===== config.mk =====
export PLATFORM = sky130hd
export DESIGN_NAME = seg_page_sched
export DESIGN_NICKNAME = d
export VERILOG_FILES = /design/src/rtl/seg_page_sched_pkg.sv /design/src/rtl/seg_page_sched_ms_tick_gen.sv /design/src/rtl/seg_page_sched.sv
export SDC_FILE = /design/constraint.sdc
export NUM_CORES = 1
export LEC_CHECK = 0
export BUFFER_PORTS_ARGS = -buffer_cell sky130_fd_sc_hd__buf_4
export CAP_MARGIN = 20
export CELL_PAD_IN_SITES_DETAIL_PLACEMENT = 0
export CELL_PAD_IN_SITES_GLOBAL_PLACEMENT = 1
export CORE_MARGIN = 1.5
export CORE_UTILIZATION = 42
export DETAILED_ROUTE_END_ITERATION = 10
export PLACE_DENSITY = 0.95
export RECOVER_POWER = 25
export SLEW_MARGIN = 20
export SYNTH_ARGS = -nofsm -noshare
export SYNTH_HDL_FRONTEND = slang
export SYNTH_SLANG_ARGS = --single-unit

===== constraint.sdc =====
create_clock -name clk -period 3.5 [get_ports clk]
set_input_delay 0.7 -clock clk [delete_from_list [all_inputs] [get_ports clk]]
set_output_delay 0.7 -clock clk [all_outputs]
set_load 0.005 [all_outputs]

===== src/rtl/seg_page_sched_pkg.sv =====
// Shared types and helpers for the 7-seg page scheduler.
// Holds source count, word width, FSM state encoding and the page scan helpers.
package seg_sched_pkg;

    localparam int N_SRC  = 4;
    localparam int DATA_W = 24;

    typedef enum logic [1:0] {
        ST_EMPTY = 2'd0,
        ST_SHOW  = 2'd1,
        ST_ALERT = 2'd2
    } sched_state_e;

    // First valid source after p, scanning p+1, p+2, p+3 (mod 4); p if none.
    function automatic logic [1:0] next_valid(input logic [N_SRC-1:0] vld,
                                              input logic [1:0]       p);
        logic [1:0] idx;
        logic [1:0] res;
        logic       found;
        res   = p;
        found = 1'b0;
        for (int k = 1; k < N_SRC; k++) begin
            idx = p + 2'(k);
            if (!found && vld[idx]) begin
                res   = idx;
                found = 1'b1;
            end
        end
        return res;
    endfunction

    // Lowest set index of a source mask; 0 when the mask is empty.
    function automatic logic [1:0] lowest_valid(input logic [N_SRC-1:0] vld);
        logic [1:0] res;
        res = 2'd0;
        for (int k = N_SRC - 1; k >= 0; k--) begin
            if (vld[k]) begin
                res = 2'(k);
            end
        end
        return res;
    endfunction

endpackage


===== src/rtl/seg_page_sched_ms_tick_gen.sv =====
// Millisecond tick generator: counts 0..TICK_DIV-1 and pulses tick for one
// clock on the wrap cycle.
module ms_tick_gen #(
    parameter logic [15:0] TICK_DIV = 16'd50_000
) (
    input  logic clk,
    input  logic rst_n,
    output logic tick
);

    logic [15:0] cnt_q;
    logic [15:0] cnt_d;
    logic        wrap;

    assign wrap = (cnt_q == TICK_DIV - 16'd1);
    assign tick = wrap;

    // Free-running divider, wraps back to zero.
    always_comb begin
        cnt_d = wrap ? 16'd0 : cnt_q + 16'd1;
    end

    // Divider register.
    always_ff @(posedge clk or negedge rst_n) begin
        if (!rst_n) begin
            cnt_q <= 16'd0;
        end else begin
            cnt_q <= cnt_d;
        end
    end

endmodule


===== src/rtl/seg_page_sched.sv =====
// Display page scheduler for the DDS 6-digit 7-seg display.
// Picks one of four packed-BCD sources, cycles pages on key_next and briefly
// shows an updated source as an alert before returning to the home page.
// Optional feature: define AUTO_SCROLL_EN to advance the page every AUTO_MS
// ms ticks while showing a page.
//
// state    | meaning
// ST_EMPTY | no source valid, num forced to zero
// ST_SHOW  | showing page, changed by key / validity loss
// ST_ALERT | showing an updated source, returns to home on expiry or key
module seg_page_sched
    import seg_sched_pkg::*;
#(
    parameter logic [15:0] TICK_DIV = 16'd50_000,
    parameter logic [15:0] ALERT_MS = 16'd2_000,
    parameter logic [15:0] AUTO_MS  = 16'd5_000
) (
    input  logic                      clk,
    input  logic                      rst_n,
    input  logic                      key_next,
    input  logic [N_SRC-1:0]          src_vld,
    input  logic [N_SRC*DATA_W-1:0]   src_data,
    input  logic [N_SRC-1:0]          src_upd,
    output logic [DATA_W-1:0]         num,
    output logic [1:0]                page,
    output logic                      page_vld,
    output logic                      alert
);

    logic tick;

    sched_state_e      state_q, state_d;
    logic [1:0]        page_q, page_d;
    logic [1:0]        home_q, home_d;
    logic [15:0]       acnt_q, acnt_d;
    logic [DATA_W-1:0] num_q, num_d;
    logic              page_vld_q, page_vld_d;
    logic              alert_q, alert_d;
    logic [N_SRC-1:0]  upd_mask;
    logic              ret_home;

    ms_tick_gen #(
        .TICK_DIV (TICK_DIV)
    ) u_tick (
        .clk   (clk),
        .rst_n (rst_n),
        .tick  (tick)
    );

`ifdef AUTO_SCROLL_EN
    logic [15:0] auto_q, auto_d;
    logic        auto_fire;
    assign auto_fire = tick && (auto_q == AUTO_MS - 16'd1);
`else
    logic unused_auto_ms;
    assign unused_auto_ms = ^AUTO_MS;
`endif

    // Updates that can pre-empt: valid source, not the one already on display.
    assign upd_mask = src_upd & src_vld & ~(4'b0001 << page_q);

    // Next-state, page selection and alert timer.
    always_comb begin
        state_d  = state_q;
        page_d   = page_q;
        home_d   = home_q;
        acnt_d   = acnt_q;
        ret_home = 1'b0;
        unique case (state_q)
            ST_EMPTY: begin
                if (|src_vld) begin
                    state_d = ST_SHOW;
                    page_d  = lowest_valid(src_vld);
                end
            end
            ST_SHOW: begin
                if (src_vld == '0) begin
                    state_d = ST_EMPTY;
                end else if (key_next) begin
                    page_d = next_valid(src_vld, page_q);
                end else if (!src_vld[page_q]) begin
                    page_d = next_valid(src_vld, page_q);
                end else if (|upd_mask) begin
                    state_d = ST_ALERT;
                    home_d  = page_q;
                    page_d  = lowest_valid(upd_mask);
                    acnt_d  = 16'd0;
`ifdef AUTO_SCROLL_EN
                end else if (auto_fire) begin
                    page_d = next_valid(src_vld, page_q);
`endif
                end
            end
            ST_ALERT: begin
                if (key_next || !src_vld[page_q]) begin
                    ret_home = 1'b1;
                end else if (|upd_mask) begin
                    page_d = lowest_valid(upd_mask);
                    acnt_d = 16'd0;
                end else if (tick) begin
                    if (acnt_q == ALERT_MS - 16'd1) begin
                        ret_home = 1'b1;
                    end else begin
                        acnt_d = acnt_q + 16'd1;
                    end
                end
            end
            default: begin
                state_d = ST_EMPTY;
            end
        endcase

        // Leaving ALERT: go home if still valid, else the next valid page.
        if (ret_home) begin
            if (src_vld == '0) begin
                state_d = ST_EMPTY;
            end else begin
                state_d = ST_SHOW;
                page_d  = src_vld[home_q] ? home_q : next_valid(src_vld, home_q);
            end
        end
    end

`ifdef AUTO_SCROLL_EN
    // Auto-scroll timer: runs only while staying on the same SHOW page.
    always_comb begin
        auto_d = auto_q;
        if (state_d == ST_SHOW) begin
            if (state_q != ST_SHOW || key_next || page_d != page_q || auto_fire) begin
                auto_d = 16'd0;
            end else if (tick) begin
                auto_d = auto_q + 16'd1;
            end
        end
    end

    // Auto-scroll timer register.
    always_ff @(posedge clk or negedge rst_n) begin
        if (!rst_n) begin
            auto_q <= 16'd0;
        end else begin
            auto_q <= auto_d;
        end
    end
`endif

    // Output words: num follows live data of the current page one clock later.
    always_comb begin
        num_d      = (state_q != ST_EMPTY) ? src_data[DATA_W*int'(page_q) +: DATA_W]
                                           : '0;
        page_vld_d = (state_d != ST_EMPTY);
        alert_d    = (state_d == ST_ALERT);
    end

    // FSM state and registered outputs.
    always_ff @(posedge clk or negedge rst_n) begin
        if (!rst_n) begin
            state_q    <= ST_EMPTY;
            page_q     <= 2'd0;
            home_q     <= 2'd0;
            acnt_q     <= 16'd0;
            num_q      <= '0;
            page_vld_q <= 1'b0;
            alert_q    <= 1'b0;
        end else begin
            state_q    <= state_d;
            page_q     <= page_d;
            home_q     <= home_d;
            acnt_q     <= acnt_d;
            num_q      <= num_d;
            page_vld_q <= page_vld_d;
            alert_q    <= alert_d;
        end
    end

    assign num      = num_q;
    assign page     = page_q;
    assign page_vld = page_vld_q;
    assign alert    = alert_q;

endmodule


==> Word level (Yosys, flattened, before mapping) <==
Cells that the tools add are included.
{ "word_totals": {"regBits": 64, "output_inout_bits": 28, "wordCells": 156} }
{ "op_classes": {"add_sub_neg": 8, "multipliers": 1, "n_lt_le_gt_ge": 8, "eq_ne": 12, "shifts": 2, "mux": 89, "n_bitwise": 5, "reduce_logical": 23} }
{ "op_table": {"columns": ["op", "n"], "rows": [
  ["$mux W16", 9],
  ["$shiftx A96 B8 Y24", 1],
  ["$mux W2", 31],
  ["$mux W1", 37],
  ["$add A16 B1 Y16 const B", 2],
  ["$pmux W16 S2", 1],
  ["$lt A2 B3 Y1 const B", 8],
  ["$mux W24", 1],
  ["$bmux W1 S2", 8],
  ["$eq A16 B11 Y1 const B", 1],
  ["$eq A16 B16 Y1 const B", 1],
  ["$pmux W2 S3", 2],
  ["$ne A2 B2 Y1 const B", 5],
  ["$add A2 B2 Y2 const B", 4],
  ["$and A4 B4 Y4", 2],
  ["$reduce_and A8 Y1", 1],
  ["$reduce_or A4 Y1", 2],
  ["$logic_not A1 Y1", 7],
  ["$logic_and A1 B1 Y1", 6],
  ["$reduce_bool A2 Y1", 3],
  ["$reduce_and A5 Y1", 1],
  ["$add A2 B1 Y2 const B", 2],
  ["$eq A2 B2 Y1 const B", 2],
  ["$logic_not A4 Y1", 1],
  ["other kinds (9)", 10]
]} }

==> Longest topological paths before layout <==
{ "logic_depth": {"word_depth": 24, "depth_mapped": 10, "depth_no_buf": 7} }

==> By module <==
A second synthesis with hierarchy kept.
{ "unflattened": {"cells_unflattened": 381, "hier_area_um2": 4050.1} }
{ "by_module_without_submodules": {"columns": ["mod", "n_inst", "cells_each", "area_each_um2"], "rows": [
  ["seg_page_sched", 1, 314, 3288.2],
  ["ms_tick_gen", 1, 67, 762.0]
]} }

==> Worst setup path before layout <==
Ideal clock, no wire load.
{ "synth_path": {"path_kind": "flip-flop to flip-flop", "startpoint": "register page_q[0] (netlist: page[0])", "endpoint": "register acnt_q[10]", "setup_ps": 132, "arrival_time_ps": 2000, "required_ps": 3368, "path_slack_ps": 1368, "stages_incl_launch_ff": 11, "n_path_buf": 3, "path_cell_list": "dfrtp_1 > buf_2 > inv_1 > ha_1 > nand3b_1 > nand4_2 > buf_2 > buf_2 > nor3_1 > o31ai_1 > o31ai_1"} }
{ "synth_between": {"elab_chain_cells": 7} }
{ "synth_lines": {"columns": ["item", "line_no", "rtl"], "rows": [
  ["from (decl)", "seg_page_sched.sv:33", "logic [1:0] page_q, page_d;"],
  ["from (signal assigned)", "seg_page_sched.sv:167", "page_q <= page_d;"],
  ["$shl A1 B2 Y4", "seg_page_sched.sv:60", "assign upd_mask = src_upd & src_vld & ~(4'b0001 << page_q);"],
  ["$not A4 Y4", "seg_page_sched.sv:60", null],
  ["$and A4 B4 Y4", "seg_page_sched.sv:60", null],
  ["$reduce_or A4 Y1", "seg_page_sched.sv:83, seg_page_sched.sv:97", null],
  ["$mux W16", "seg_page_sched.sv:97", "end else if (|upd_mask) begin"],
  ["$mux W16", "seg_page_sched.sv:95", "if (key_next || !src_vld[page_q]) begin"],
  ["$pmux W16 S2", "seg_page_sched.sv:69", "unique case (state_q)"],
  ["to (signal assigned)", "seg_page_sched.sv:169", "acnt_q <= acnt_d;"],
  ["to (decl)", "seg_page_sched.sv:35", "logic [15:0] acnt_q, acnt_d;"]
]} }
Several ways; a longest one is shown, not always the timed one. The select of a mux whose other input is x is not followed.
A chain may end at the register's enable or synchronous reset.

==> Worst setup path in the final report <==
{ "layout_path": {"startpoint": "register page_q[0] (netlist: page[0])", "endpoint": "register acnt_q[1]"} }
Same word-level chain as after synthesis.

==> run summary <==
fraction of layout cells with a size suffix above 1 - 0.388
TritonCTS clock tree - done
largest net degree at the start of global routing - 65
via count - 3809
prevailing post-synth register cell - dfrtp_1
PostCTS Resize Cnt - 0
GR Overflow Total - 0
Net Count, Synth - 510
sequential-to-total area share from yosys stat - 0.377
Die H - 104 um
Hold Slack - 490 ps
failing checks - max-capacitance violations, max-slew violations
Worst-Skew Late Latency - 350 ps
Final min period - 2840 ps
routed len/inst - 18.3 um
Final Hold Viols - 0
yosys warns - 0
Std-Cell Rows - 36
class of the worst hold path - register to register
Fin Clk Skew - 6.73 ps
LEAKAGE - 2.43 nW
Setup crit start kind - register
Post-CTS Setup Inserts - 0
# Max-Cap Violations - 1
Final TNS setup - 0 ps
Crit Path Max Fanout - 23
# setup viols final - 0
WS Path Type - register to register
# port buffers - 134
Post-synth EDFFs - 0
die width - 104 um
Nets - 635
fmax - 352 MHz
Starting Density - 0.435
clk sinks - 64
WL final - 12.0 mm
antenna-violating nets left - 0
Die ar. - 10700 um^2
# IOs - 135
flops & latches, synth - 64
Avg Cell Area, Syn - 10.7 um^2
Area Overhead vs Synth - 30.6%
gr usage total - 0.232
HPWL Detailed - 9.06 mm
maximum VDD drop - 0.278 mV
DRC Markers - 0
DRT iter0 DRCs - 284
CTS root buf - clkbuf_8
clock buffer depth - 2
Setup WS post-layout - 655 ps
GP Congestion - 0.895
initial antenna violation count - 0
Placed Cells - 644
Netlist Area Pre-Place - 4250 um^2
Unique masters post-synth - 68
number of diodes - 0
fraction of registers with async set/reset - 1.00
Final Max Slew Viols - 65
CTS buffer count - 9
CTS H-Tree Depth - 3
Post-Place Worst Slack - 688 ps
fin crit share - 0.813
Finished Layout Cells - 659
status - finished, violations left
Critical Path AT - 3080 ps
Worst-Margin Slew - 1640 ps
first-pass GRT wire length - 20.0 mm
Pwr per Cell Area - 589 nW/um^2
vias in the first global route - 3905
vias per cell - 5.78
clk slew on worst S/H paths - 70 ps
CP endpoint kind - register
cell count after synthesis - 397
hold buffers post-CTS - 0
core area - 9770 um^2
RSZ-0062 raised after global routing - no
Worst EP required - 3740 ps
Rel. slew slack - -0.0909
DRT Pass-1 Iters - 5
[layer usage]
metal  share of wire  routed length (um)  vias to the layer above  GRT usage
li1                -                   -                     1755          -
met1            0.44                5250                     1899      0.302
met4           0.018                 220                        0     0.0744
met3           0.049                 585                       25     0.0560
met2            0.50                5990                      130      0.382
met5               0                   0                        -          0
[flip-flops by register name, indices dropped and copies added (netlist names)]
name,cells
page,2
alert,1
num,24
acnt_q,16
home_q,2
state_q,2
u_tick.cnt_q,16
page_vld,1
[through the flow]
step	power, mW	instance area [um^2]	utilization
4_1_cts	3.28	5550	0.568
2_1_floorplan	2.01	4250	-
6_report	3.27	5550	0.567
3_5_place_dp	2.56	5330	0.545
5_1_grt	3.46	5550	0.567
3_3_place_gp	2.52	5330	0.545
[critical path, stage by stage, from the launching register on]
cell	delay, ps
dfrtp_2	610
inv_1	260
ha_1	170
nand3b_1	160
nand4_2	340
buf_4	320
a211oi_4	590
o21ai_1	170
o31ai_1	110
[worst paths after layout]
path | end | slack [ps] | from | depth (start not counted)
worst min-delay path | u_tick.cnt_q[0] | 490 | u_tick.cnt_q[0] | 1
max in group asynchronous | page[0] | 1640 | rst_n | 1
worst min register to register | u_tick.cnt_q[0] | 490 | u_tick.cnt_q[0] | 1
worst max-delay path | acnt_q[1] | 660 | page[0] | 8
min in group asynchronous | num[17] | 740 | rst_n | 1
worst max register to register | acnt_q[1] | 660 | page[0] | 8
[synth_stat cells, types with 2 or more instances]
library cell	n	area [um^2]
a32oi_1	2	17.5
o2111a_1	2	22.5
nand4_1	9	56.3
or2_2	3	18.8
and3_1	4	25.0
nand2_1	19	71.3
mux2i_1	5	50.1
nand4_2	3	37.5
inv_1	9	33.8
nand3b_1	4	30.0
and2_1	3	18.8
nor4b_4	2	47.6
and4_1	3	26.3
o41ai_1	2	17.5
ha_1	6	75.1
nand3_1	15	75.1
o21ai_1	3	15.0
nor3b_1	2	15.0
nor3_1	16	80.1
o221ai_1	2	17.5
buf_4	3	22.5
a21oi_1	7	35.0
mux4_2	24	541
a211oi_1	4	30.0
buf_2	17	85.1
nor4b_2	2	30.0
xnor2_1	6	52.6
o31ai_1	22	165
xor2_1	8	70.1
nor4b_1	2	17.5
o211ai_1	2	15.0
a21o_1	2	15.0
nand2b_1	8	50.1
a311oi_1	2	17.5
a2bb2oi_1	2	17.5
nor2_1	27	101
mux2_2	3	33.8
o21ai_0	14	70.1
nor2b_1	27	169
clkbuf_1	5	18.8
or3_1	3	18.8
nor4_1	3	18.8
dfrtp_1	64	1600
and4b_1	2	20.0
[power breakdown]
group          internal, mW  switching, mW  leakage (nW)
logic                 0.821          0.653          1.50
clock network         0.435          0.286         0.112
registers             0.916          0.157         0.821
[layout by cell type (no fill, tap or decap), types with 3 or more instances in the layout]
master	instances
nand4_1	9
xor2_1	8
ha_1	6
mux2i_1	5
o21ai_1	3
or3_1	3
and4_1	3
nor4_1	3
nand2b_1	8
nand3_1	15
nand4_2	3
mux4_2	24
a211oi_1	4
mux2_2	3
xnor2_1	6
and3_1	4
a21oi_1	7
nand2_1	19
nor2_1	27
o21ai_0	14
nor2b_1	27
o31ai_1	22
or2_2	3
nand3b_1	4
clkbuf_8	11
buf_4	139
dfrtp_1	63
inv_1	9
and2_1	3
nor3_1	16
[cell type report]
| class | count | area, um^2 |
|---|---|---|
| multi-input combinational | 298 | 2470 |
| fill | 828 | 4230 |
| tap | 133 | 166 |
| clock inverter | 3 | 65.1 |
| sequential | 64 | 1600 |
| timing repair buffer | 140 | 1050 |
| inverter | 9 | 33.8 |
| clock buffer | 12 | 155 |
[kinds of logic (layout without fill, tap and decap cells)]
logic type | count (synthesis) | after routing | synth area share
and+or+nand+nor | 168 | 168 | 0.253
AOI/OAI and AO/OA | 78 | 78 | 0.136
DFF | 64 | 64 | 0.377
buffers and inverters | 35 | 164 | 0.0404
muxes | 32 | 32 | 0.147
xor gates and xnor gates | 14 | 14 | 0.0289
adders and majority gates | 6 | 6 | 0.0177
(Power assumes the default switching activity.)
